### config.mk
export PLATFORM = sky130hd
export DESIGN_NAME = rs232_receiver
export DESIGN_NICKNAME = d
export VERILOG_FILES = /design/src/rtl/uart_pkg.sv /design/src/rtl/rs232_receiver_bit_timer.sv /design/src/rtl/rs232_receiver.sv
export SDC_FILE = /design/constraint.sdc
export NUM_CORES = 1
export LEC_CHECK = 0
export BUFFER_PORTS_ARGS = -buffer_cell sky130_fd_sc_hd__buf_4
export CAP_MARGIN = 10
export CORE_MARGIN = 2
export CORE_UTILIZATION = 55
export DETAILED_ROUTE_END_ITERATION = 16
export HOLD_SLACK_MARGIN = 0.1
export PLACE_DENSITY_LB_ADDON = 0.08
export SYNTH_ARGS = -nofsm -noshare
export SYNTH_HDL_FRONTEND = slang
export SYNTH_SLANG_ARGS = --single-unit
### constraint.sdc
create_clock -name clk_i -period 4.65 [get_ports clk_i]
set_clock_uncertainty 0.15 [all_clocks]
set_input_delay 0.93 -clock clk_i [delete_from_list [all_inputs] [get_ports clk_i]]
set_output_delay 0.93 -clock clk_i [all_outputs]
set_load 0.005 [all_outputs]
### src/rtl/uart_pkg.sv
// Shared UART definitions: default line parameters, FSM state codes and a
// width helper for the bit-timing counters (used by both RX and TX sides).
package uart_pkg;

  localparam int unsigned DEFAULT_SYSTEM_SPEED = 12000000;
  localparam int unsigned DEFAULT_BAUDRATE     = 115200;

  localparam logic [1:0] ST_IDLE  = 2'd0;
  localparam logic [1:0] ST_START = 2'd1;
  localparam logic [1:0] ST_DATA  = 2'd2;
  localparam logic [1:0] ST_STOP  = 2'd3;

  // Number of bits needed to hold max_val (at least 1).
  function automatic int unsigned timer_width(input int unsigned max_val);
    for (int unsigned i = 1; i < 32; i++) begin
      if ((max_val >> i) == 0) return i;
    end
    return 32;
  endfunction

endpackage

### src/rtl/rs232_receiver_bit_timer.sv
// Loadable down-counter: counts to zero after a load and then holds there
// until reloaded; tc is high while the count is zero.
module bit_timer #(
  parameter int unsigned WIDTH = 8
) (
  input  logic             clk,
  input  logic             rst,
  input  logic             load,
  input  logic [WIDTH-1:0] load_val,
  output logic             tc
);

  logic [WIDTH-1:0] count;

  // Load takes priority; otherwise count down and stop at zero.
  always_ff @(posedge clk or posedge rst) begin
    if (rst) begin
      count <= '0;
    end else if (load) begin
      count <= load_val;
    end else if (count != '0) begin
      count <= count - 1'b1;
    end
  end

  assign tc = (count == '0);

endmodule

### src/rtl/rs232_receiver.sv
// 8N1 serial receiver: synchronizes rx, finds the start-bit centre, samples
// eight data bits LSB first, checks the stop bit and hands the byte to the
// consumer with valid/ack, tracking frame and overrun errors.
module rs232_receiver
  import uart_pkg::*;
#(
  parameter int unsigned SYSTEM_SPEED = DEFAULT_SYSTEM_SPEED,
  parameter int unsigned BAUDRATE     = DEFAULT_BAUDRATE
) (
  input  logic       clk_i,
  input  logic       rst_i,
  input  logic       rx,
  input  logic       ack_i,
  output logic [7:0] dat_o,
  output logic       valid_o,
  output logic       frame_err_o,
  output logic       overrun_o,
  output logic       busy
);

  localparam int unsigned BIT_TICKS  = SYSTEM_SPEED / BAUDRATE;
  localparam int unsigned HALF_TICKS = BIT_TICKS / 2;
  localparam int unsigned TW         = timer_width(BIT_TICKS - 1);
  localparam logic [TW-1:0] BIT_LOAD  = TW'(BIT_TICKS - 1);
  localparam logic [TW-1:0] HALF_LOAD = TW'(HALF_TICKS - 1);

  logic          sync1, sync2;
  logic          rx_s;
  logic [1:0]    state;
  logic [2:0]    bit_idx;
  logic [7:0]    shift;
  logic          timer_load;
  logic [TW-1:0] timer_val;
  logic          tc;

  // Two-flop synchronizer, idle-high on reset.
  always_ff @(posedge clk_i or posedge rst_i) begin
    if (rst_i) begin
      sync1 <= 1'b1;
      sync2 <= 1'b1;
    end else begin
      sync1 <= rx;
      sync2 <= sync1;
    end
  end

  assign rx_s = sync2;

  // Timer reload: half a bit to reach the start-bit centre, then whole bits.
  always_comb begin
    timer_load = 1'b0;
    timer_val  = BIT_LOAD;
    case (state)
      ST_IDLE: begin
        if (!rx_s) begin
          timer_load = 1'b1;
          timer_val  = HALF_LOAD;
        end
      end
      ST_START: timer_load = tc && !rx_s;
      ST_DATA:  timer_load = tc;
      default:  timer_load = 1'b0;
    endcase
  end

  bit_timer #(.WIDTH(TW)) u_timer (
    .clk      (clk_i),
    .rst      (rst_i),
    .load     (timer_load),
    .load_val (timer_val),
    .tc       (tc)
  );

  // Frame sequencing and bit capture.
  always_ff @(posedge clk_i or posedge rst_i) begin
    if (rst_i) begin
      state   <= ST_IDLE;
      bit_idx <= '0;
      shift   <= '0;
    end else begin
      case (state)
        ST_IDLE: begin
          if (!rx_s) state <= ST_START;
        end
        ST_START: begin
          if (tc) begin
            bit_idx <= '0;
            state   <= rx_s ? ST_IDLE : ST_DATA;
          end
        end
        ST_DATA: begin
          if (tc) begin
            shift[bit_idx] <= rx_s;
            bit_idx        <= bit_idx + 3'd1;
            if (bit_idx == 3'd7) state <= ST_STOP;
          end
        end
        default: begin
          if (tc) state <= ST_IDLE;
        end
      endcase
    end
  end

  // Consumer handshake; a byte landing in the ack cycle beats the ack, and
  // a bad stop bit sets frame_err even if ack clears the flags that cycle.
  always_ff @(posedge clk_i or posedge rst_i) begin
    if (rst_i) begin
      dat_o       <= '0;
      valid_o     <= 1'b0;
      frame_err_o <= 1'b0;
      overrun_o   <= 1'b0;
    end else begin
      if (ack_i) begin
        valid_o     <= 1'b0;
        frame_err_o <= 1'b0;
        overrun_o   <= 1'b0;
      end
      if (state == ST_STOP && tc) begin
        if (rx_s) begin
          dat_o   <= shift;
          valid_o <= 1'b1;
          if (valid_o && !ack_i) overrun_o <= 1'b1;
        end else begin
          frame_err_o <= 1'b1;
        end
      end
    end
  end

  assign busy = (state != ST_IDLE);

endmodule

==> results.json <==
{
  "run_status": "completed",
  "cts_made_buffers": 5,
  "setup_viol": 0,
  "clock_latency_ns": 0.33,
  "critical_path_required_ns": 3.57,
  "ys_warn_count": 0,
  "overflow": 0,
  "yosysUniqueCellTypes": 35,
  "ios": 16,
  "antenna_found_initial": 0,
  "intPower_mw": 0.419,
  "grt_max_degree": 34,
  "cp_max_fo": 15,
  "finalHoldViolCount": 0,
  "grt_usage_pct": 19.4,
  "grt_pass1_wl_mm": 4.80,
  "setup_tns_ns": 0,
  "drc_errors": 0,
  "swShare_pct": 19.3,
  "rows": 19,
  "max_slew_margin_pct": 58.6,
  "drive_gt1_share_pct": 30.8,
  "die_y_um": 57.4,
  "synth_common_cells": "31 x dfrtp_1, 17 x mux2_2, 9 x nand2_1, 9 x nand3_1, 8 x nor2_1",
  "busiest_layer": "met2",
  "routedWlPerCell_um": 14.8,
  "diodes": 0,
  "clock_sinks": 33,
  "die_w_um": 57.4,
  "ys_seq_area_share_pct": 52.9,
  "fillers": 225,
  "met2_usage_pct": 31.0,
  "power_frac_comb_pct": 1.7,
  "power_frac_seq_pct": 55.9,
  "cp_top_family": "flip-flops",
  "ant_nets": 0,
  "ys.flop_type": "dfrtp_1",
  "crit_buf_inv": 1,
  "startpoint_type": "flop",
  "crit_path_cell_trace": "or2_2 > buf_4",
  "worst_path_largest_cell_delay_ns": 0.57,
  "viasPerCell": 5.76,
  "grt_pass1_vias": 1021,
  "gp_congestion": 0.841,
  "avgSynthCellArea_um2": 11.4,
  "drv_cap": 0,
  "cts_setup_buffers": 0,
  "hp-class": "reg -> reg",
  "drtPass1Iterations": 4,
  "globalRouteMet3Util_pct": 4.08,
  "synthArstFlopShare_pct": 100,
  "leakage_nw": 0.897,
  "syn_area_um2": 1570,
  "p_total_mw": 0.520,
  "synth.top_cells.by_area": "dfrtp_1 50%, mux2_2 12%, dfstp_2 3.4%",
  "vias": 1077,
  "syn-num-nets": 145,
  "clk_pin_slew_ns": 0.09,
  "drt-total-wl_mm": 2.77,
  "p_switching_mw": 0.100,
  "syn2layout_area_growth_pct": 14.1,
  "finalMaxSlewViolations": 0,
  "synth_edf_count": 0,
  "holdBufCountCts": 0,
  "fin_nets": 163,
  "post-synth-top-count-cell": "dfrtp_1",
  "critPathCaptureType": "output port",
  "setup_slack_ns": 2.12,
  "final.period_utilization_pct": 54.5,
  "ir_drop_v": 0.000284,
  "cts_tree": "done",
  "dieArea_um2": 3290,
  "synth-seq-cells": 33,
  "max_clock_freq_ghz": 0.395,
  "powerDensity_nw_per_um2": 291,
  "dpl_worst_slack_ns": 2.32,
  "cts_resized": 0,
  "hpwl_mm": 1.96,
  "worst_slew_pin_slew_ns": 0.619,
  "use_met1_pct": 25.1,
  "crit_type": "reg -> out",
  "core_area_um2": 2730,
  "cts_buffer_depth": 2,
  "critPathSlowestCell": "dfrtp_1",
  "min_period_ns": 2.53,
  "worstPathArrival_ns": 1.45,
  "drt_iter0_markers": 38,
  "clkPwrFrac_pct": 42.4,
  "cts_root_buf": "clkbuf_4",
  "numPortBuffers": 15,
  "netlist.top_cell.by_area": "dfrtp_1",
  "syn_inst": 137,
  "synth_top_area_share_pct": 49.5,
  "stdcell_area_um2": 1790,
  "initial_core_util_pct": 57.3,
  "rsz0062_at_grt": "no",
  "htree_levels": 2,
  "dpl_cell_area_um2": 1700
}
-- state kept, by name, summed over array words and instances, names as in the netlist --
name,flops
dat_o,8
shift,8
u_timer.count,7
bit_idx,3
state,2
frame_err_o,1
overrun_o,1
rx_s,1
sync1,1
valid_o,1
-- path summary, 6_finish.rpt --
check | from | end | slack [ns] | cells past startpoint
worst min-delay path | sync1$_DFF_PP1_ | rx_s$_DFF_PP1_ | 0.21 | 0
worst max-delay path | state[0]$_DFFE_PP0P_ | busy | 2.12 | 2
worst min register to register | sync1$_DFF_PP1_ | rx_s$_DFF_PP1_ | 0.21 | 0
min in group asynchronous | rst_i | valid_o$_DFF_PP0_ | 0.53 | 3
max in group asynchronous | rst_i | rx_s$_DFF_PP1_ | 3.49 | 3
worst max register to register | u_timer.count[0]$_DFFE_PP0P_ | shift[4]$_DFFE_PP0P_ | 2.29 | 6
-- cells in the final DEF, fill, tap and decap left out --
cell type   n
buf_4      16
nor4_1      1
clkbuf_1    1
xor2_1      2
nand2_1     9
nor2_2      1
and2_1      1
nor3_2      1
clkbuf_8    1
nand4_1     2
nor4b_4     1
a31oi_1     2
a22oi_1     1
nand3_4     1
dfrtp_1    31
xnor2_1     2
a22o_1      3
dfstp_2     2
bufinv_16   1
inv_1       6
nor2b_1     3
o41ai_1     1
o32ai_1     1
mux2_2     17
or4b_1      1
and3_1      5
nor2_1      8
ha_1        4
nand3_1     9
o31ai_1     1
mux2i_1     1
nand3b_1    1
o22ai_1     2
clkbuf_4    5
o21ai_0     6
a21oi_1     3
or2_2       2
nand2b_1    1
-- per-layer routing --
metal,vias to the layer above,wire length (um)
met2,21,1350
met5,-,0
met4,0,63
met3,7,84
met1,523,1280
li1,526,-
-- power by group through the flow --
stage               clock network (mW)  registers, mW  logic [mW]
finish                           0.220          0.290     0.00900
global route                     0.235          0.291      0.0110
detailed placement                   0          0.296     0.00937
global placement                     0          0.296     0.00927
floorplan                            0          0.295     0.00585
CTS                              0.226          0.291     0.00940
-- cells by family after synthesis --
| logic type | synth area share [%] |
|---|---|
| simple gates | 17.7 |
| compound gates | 8.23 |
| xor+xnor | 2.24 |
| buf+inv | 2.88 |
| flops | 52.9 |
| fa+ha+maj | 3.20 |
| mux | 12.9 |
-- stage by stage --
| stage | std cells | util (%) | hold slack, ns |
|---|---|---|---|
| 6_report | 187 | 65.4 | 0.211 |
| 5_1_grt | 187 | 65.4 | 0.214 |
| 4_1_cts | 187 | 65.4 | 0.213 |
| 3_5_place_dp | 179 | 62.3 | 0.199 |
| 3_3_place_gp | 179 | 62.3 | 0.195 |
| 2_1_floorplan | 137 | - | 0.195 |
-- area by class of cell --
cell class,count,area [um^2],share of cell area [%]
Timing Repair Buffer,16,120,6.72
Clock inverter,1,30.0,1.68
Sequential cell,33,828,46.3
Multi-Input combinational cell,93,693,38.8
Tap cell,31,38.8,2.17
Inverter,6,22.5,1.26
Clock buffer,7,55.1,3.08
No activity file was read; power rests on OpenSTA's default activity.
